--- src/rtl/garbage_rise.sv ---
// Garbage-row insertion: pushes the board up N rows, filling the bottom with holed rows.
// Define GARBAGE_LFSR_EN to pick each row's hole from an 8-bit LFSR instead of hole_col.
`ifndef BOARD_W
`define BOARD_W 10
`endif
`ifndef BOARD_H
`define BOARD_H 20
`endif
`ifndef BOARD_TW
`define BOARD_TW 3
`endif
`ifndef BOARD_SIZE
`define BOARD_SIZE (`BOARD_H * `BOARD_W * (1 + `BOARD_TW))
`endif

module garbage_rise #(
  parameter int          GARBAGE_TYPE = 7,
  parameter logic [7:0]  LFSR_SEED    = 8'hA5
) (
  input  logic                   clk,
  input  logic                   rst_n,
  input  logic                   req_valid,
  output logic                   req_ready,
  input  logic [2:0]             req_count,
  input  logic [3:0]             hole_col,
  input  logic [`BOARD_SIZE-1:0] board_in,
  output logic [`BOARD_SIZE-1:0] board_out,
  output logic                   done,
  output logic                   top_out
);
  localparam int W   = `BOARD_W;
  localparam int H   = `BOARD_H;
  localparam int TW  = `BOARD_TW;
  localparam int BS  = `BOARD_SIZE;
  localparam int ROW = W * (1 + TW);
  localparam logic [TW-1:0] GTYPE = GARBAGE_TYPE[TW-1:0];

  typedef enum logic [1:0] {IDLE, RISE, DONE} state_t;

  state_t          state_q, state_d;
  logic [BS-1:0]   board_d;
  logic [2:0]      rem_q, rem_d;
  logic            top_d;
  logic            accept;
  logic [3:0]      hole;
  logic [W-1:0]    g_fill;
  logic [ROW-1:0]  g_row;
  logic [W-1:0]    top_fill;

`ifdef GARBAGE_LFSR_EN
  logic [7:0] lfsr_q, lfsr_d;
  logic       lfsr_fb;
  logic       unused_hole_col;
  assign unused_hole_col = ^hole_col;
  assign lfsr_fb = lfsr_q[7] ^ lfsr_q[5] ^ lfsr_q[4] ^ lfsr_q[3];
  assign hole    = 4'(lfsr_q % 8'(W));
`else
  logic [3:0] hole_q, hole_d;
  assign hole = hole_q;
`endif

  assign accept = req_valid && (state_q == IDLE) &&
                  (req_count != 3'd0) && (req_count <= 3'd4);
  assign req_ready = (state_q == IDLE);
  assign done      = (state_q == DONE);
  assign top_fill  = board_out[(H-1)*ROW +: W];

  always_comb begin
    g_fill       = '1;
    g_fill[hole] = 1'b0;
  end

  assign g_row = {{W{GTYPE}}, g_fill};

  always_comb begin
    state_d = state_q;
    board_d = board_out;
    rem_d   = rem_q;
    top_d   = top_out;
`ifdef GARBAGE_LFSR_EN
    lfsr_d  = lfsr_q;
`else
    hole_d  = hole_q;
`endif
    unique case (state_q)
      IDLE: begin
        if (accept) begin
          state_d = RISE;
          board_d = board_in;
          rem_d   = req_count;
          top_d   = 1'b0;
`ifndef GARBAGE_LFSR_EN
          hole_d  = hole_col % 4'(W);
`endif
        end
      end
      RISE: begin
        // Old top row falls off; flag it if anything was in it.
        board_d = {board_out[BS-ROW-1:0], g_row};
        rem_d   = rem_q - 3'd1;
        if (|top_fill) top_d = 1'b1;
`ifdef GARBAGE_LFSR_EN
        lfsr_d  = {lfsr_q[6:0], lfsr_fb};
`endif
        if (rem_q == 3'd1) state_d = DONE;
      end
      DONE:    state_d = IDLE;
      default: state_d = IDLE;
    endcase
  end

  always_ff @(posedge clk) begin
    if (!rst_n) begin
      state_q   <= IDLE;
      board_out <= '0;
      rem_q     <= '0;
      top_out   <= 1'b0;
`ifdef GARBAGE_LFSR_EN
      lfsr_q    <= LFSR_SEED;
`else
      hole_q    <= '0;
`endif
    end else begin
      state_q   <= state_d;
      board_out <= board_d;
      rem_q     <= rem_d;
      top_out   <= top_d;
`ifdef GARBAGE_LFSR_EN
      lfsr_q    <= lfsr_d;
`else
      hole_q    <= hole_d;
`endif
    end
  end

endmodule

--- config.mk ---
export PLATFORM = sky130hd
export DESIGN_NAME = garbage_rise
export DESIGN_NICKNAME = d
export VERILOG_FILES = /design/src/rtl/garbage_rise.sv
export SDC_FILE = /design/constraint.sdc
export NUM_CORES = 2
export LEC_CHECK = 0
export ABC_AREA = 1
export CORE_AREA = 3 3 629 631
export DETAILED_ROUTE_END_ITERATION = 7
export DIE_AREA = 0 0 632 634
export HOLD_SLACK_MARGIN = 0.03
export PLACE_DENSITY = 0.38
export SKIP_CTS_REPAIR_TIMING = 1
export SLEW_MARGIN = 0
export SYNTH_ARGS = -nofsm -noshare
export SYNTH_HDL_FRONTEND = slang
export SYNTH_SLANG_ARGS = --single-unit
--- constraint.sdc ---
create_clock -name clk -period 3.1 [get_ports clk]
set_input_delay 0.465 -clock clk [delete_from_list [all_inputs] [get_ports clk]]
set_output_delay 0.465 -clock clk [all_outputs]
set_load 0.005 [all_outputs]
==> metrics.yaml <==
outcome:
  outcome: "finished clean"
routing:
  dr.max_layer_used: "met5"
  avgViaCountPerCell: 3.72
  wirelength_um: 370000
  ant_nets: 0
  drtIter0Drc: 4447
  drt-met1-wl_um: 146000
  drc: 0
  wl_met3_um: 37500
  route.met2.wl_um: 175000
  wire_per_inst_um: 26.9
  vias: 51168
  drt_pass1_iterations: 7
job:
  maxCapViolations: 0
sta:
  max_slew_margin: 0.287
  fin_crit_sh: 0.885
  fmax_ghz: 0.365
  final.min_clock_period_ns: 2.74
  setup_viol: 0
  clock_skew_ns: 0.103
  fin_ws_ns: 0.357
  setup_tns_ns: 0
  tightest_slew_ns: 1.06
  holdWs_ns: 0.212
  final-hold-violation-count: 0
  slew_viol_final: 0
  rsz0062_at_grt: "false"
global_routing:
  antenna_found_initial: 137
  grt_max_degree: 167
  first_global_vias: 48197
  grt_pass1_wl_um: 471000
  track_usage: 0.175
  gr-total-overflow: 0
power_and_ir_drop:
  clockPowerShare: 0.350
  leakagePower_nw: 30.1
  combPwrFrac: 0.340
  netSwitchingFraction: 0.375
  p_per_area_mw_per_mm2: 593
  seqPwrFrac: 0.309
  p_switching_mw: 15.5
  ir_worst_vdd_v: 0.000529
  intPower_mw: 25.8
worst_hold_path:
  hold_depth: 3
  hold_class: "in -> reg"
synth:
  ys_warn_count: 0
  synth_cell_type_count: 20
  synth_nets: 7881
  synth.area.top_cells: "dfxtp_1 (37%), nand2_1 (14%), nand3_1 (9.0%), a21oi_1 (8.9%), o21ai_0 (8.8%)"
  synth_top_area_cell: "dfxtp_1"
  synth_common_cells: "nand2_1 (1,652), nor2_1 (829), dfxtp_1 (810), inv_1 (810), nand3_1 (787)"
  yosys_register_bits: 810
  yosysTopAreaCellShare: 0.372
  synth_cells: 7068
  synth.most_common_cell: "nand2_1"
  synthArstFlopShare: 0
  syn_avg_cell_area_um2: 6.16
  synth-edff-count: 0
  syn_area_mm2: 0.0436
  synth_seq_area_share: 0.372
  yosys_most_used_dff: "dfxtp_1"
clock_tree:
  clock_path_buffers: 4
  cts_tree: "yes"
  clk_latency_ns: 0.89
  cts_root_buf: "clkbuf_16"
  cts.sink_count: 810
  cts_htree_levels: 3
  cts_buffers: 121
  path_clk_slew_ns: 0.06
die:
  die-height_um: 634
  start_util: 0.112
  rows: 229
  core_area_mm2: 0.390
  die_x_um: 632
  die-area_mm2: 0.401
  ios: 1613
placement:
  pre_cts_slack_ns: 0.371
  port_buffers: 1612
  dpl.hpwl_um: 313000
  routabilityCongestion: 0.933
setup_path:
  crit_fanout: 3
  crit_required_ns: 2.63
  cp-end-kind: "output pin"
  cp-start-kind: "register"
  path_class: "reg -> out"
  r2r_slack_ns: 0.48
  cp.arrival_ns: 2.28
  r2r_cells: 6
cells_and_area:
  layout.nets: 9258
  utilization: 0.179
  area_growth_pct: 59.9
  drive_above_1_share: 0.0531
-- final timing paths --
kind                    endpoint         start
hold reg to reg          top_out       top_out
setup reg to reg  board_out[326]    state_q[0]
hold / removal     board_out[27]  board_in[27]
setup / recovery       req_ready    state_q[0]
-- stage by stage --
stage | power (mW) | area [um2] | instances
floorplan | 18.4 | 43600 | 7068
global placement | 27.4 | 65600 | 13518
detailed placement | 27.3 | 65600 | 13518
CTS | 42.2 | 69600 | 13732
global route | 43.6 | 69600 | 13743
finish | 41.3 | 69700 | 13769
-- layout make-up --
cell class	count	area (um2)
timing repair buffer	1869	18700
tap	5197	6500
fill	44866	320000
inverter	811	3040
clock buffer	178	3510
sequential	810	16200
clock inverter	36	465
antenna	36	90.1
multi-input combinational	4832	21100
-- registers in the layout, summed over array words and instances, names as in the netlist --
name       count
state_q        2
top_out        1
rem_q          3
hole           4
board_out    800
-- routing by layer --
metal  global-route usage  vias up
met3               0.0717      399
li1                     -    25212
met1                0.202    23691
met4               0.0476       40
met2                0.297     1826
met5                    0        -
-- critical path, cell delays in order, from the launching register on --
cell and delay (ns):
dfxtp_1 0.45, inv_1 0.06, nand2_1 0.34, inv_1 0.08, clkdlybuf4s50_1 0.47
-- kinds of logic after synthesis --
family | after synthesis | share of synthesized area
AO/OA/AOI/OAI | 1546 | 0.178
buffers and inverters | 1426 | 0.143
adder cells (fa/ha/maj) | 3 | 0.000862
flip-flops | 810 | 0.372
AND/OR/NAND/NOR | 3283 | 0.306
-- power groups by stage --
stage          logic [mW]  clock network (mW)  registers, mW
2_1_floorplan        5.57                   0           12.8
4_1_cts              14.4                15.0           12.8
3_3_place_gp         14.4                   0           13.0
3_5_place_dp         14.3                   0           13.0
6_report             14.1                14.5           12.8
5_1_grt              15.4                15.3           12.9
-- cell usage in the layout, fill, tap and decap left out, drive strengths merged, types with 3 or more instances in the layout --
cell	count
a21oi	778
buf	265
bufinv	7
clkbuf	178
clkdlybuf4s50	1603
clkinv	19
clkinvlp	9
dfxtp	810
diode	36
ha	3
inv	812
nand2	1653
nand3	787
nand4	12
nor2	830
o21ai	767
Note: power is estimated with default switching activity, not from simulation.
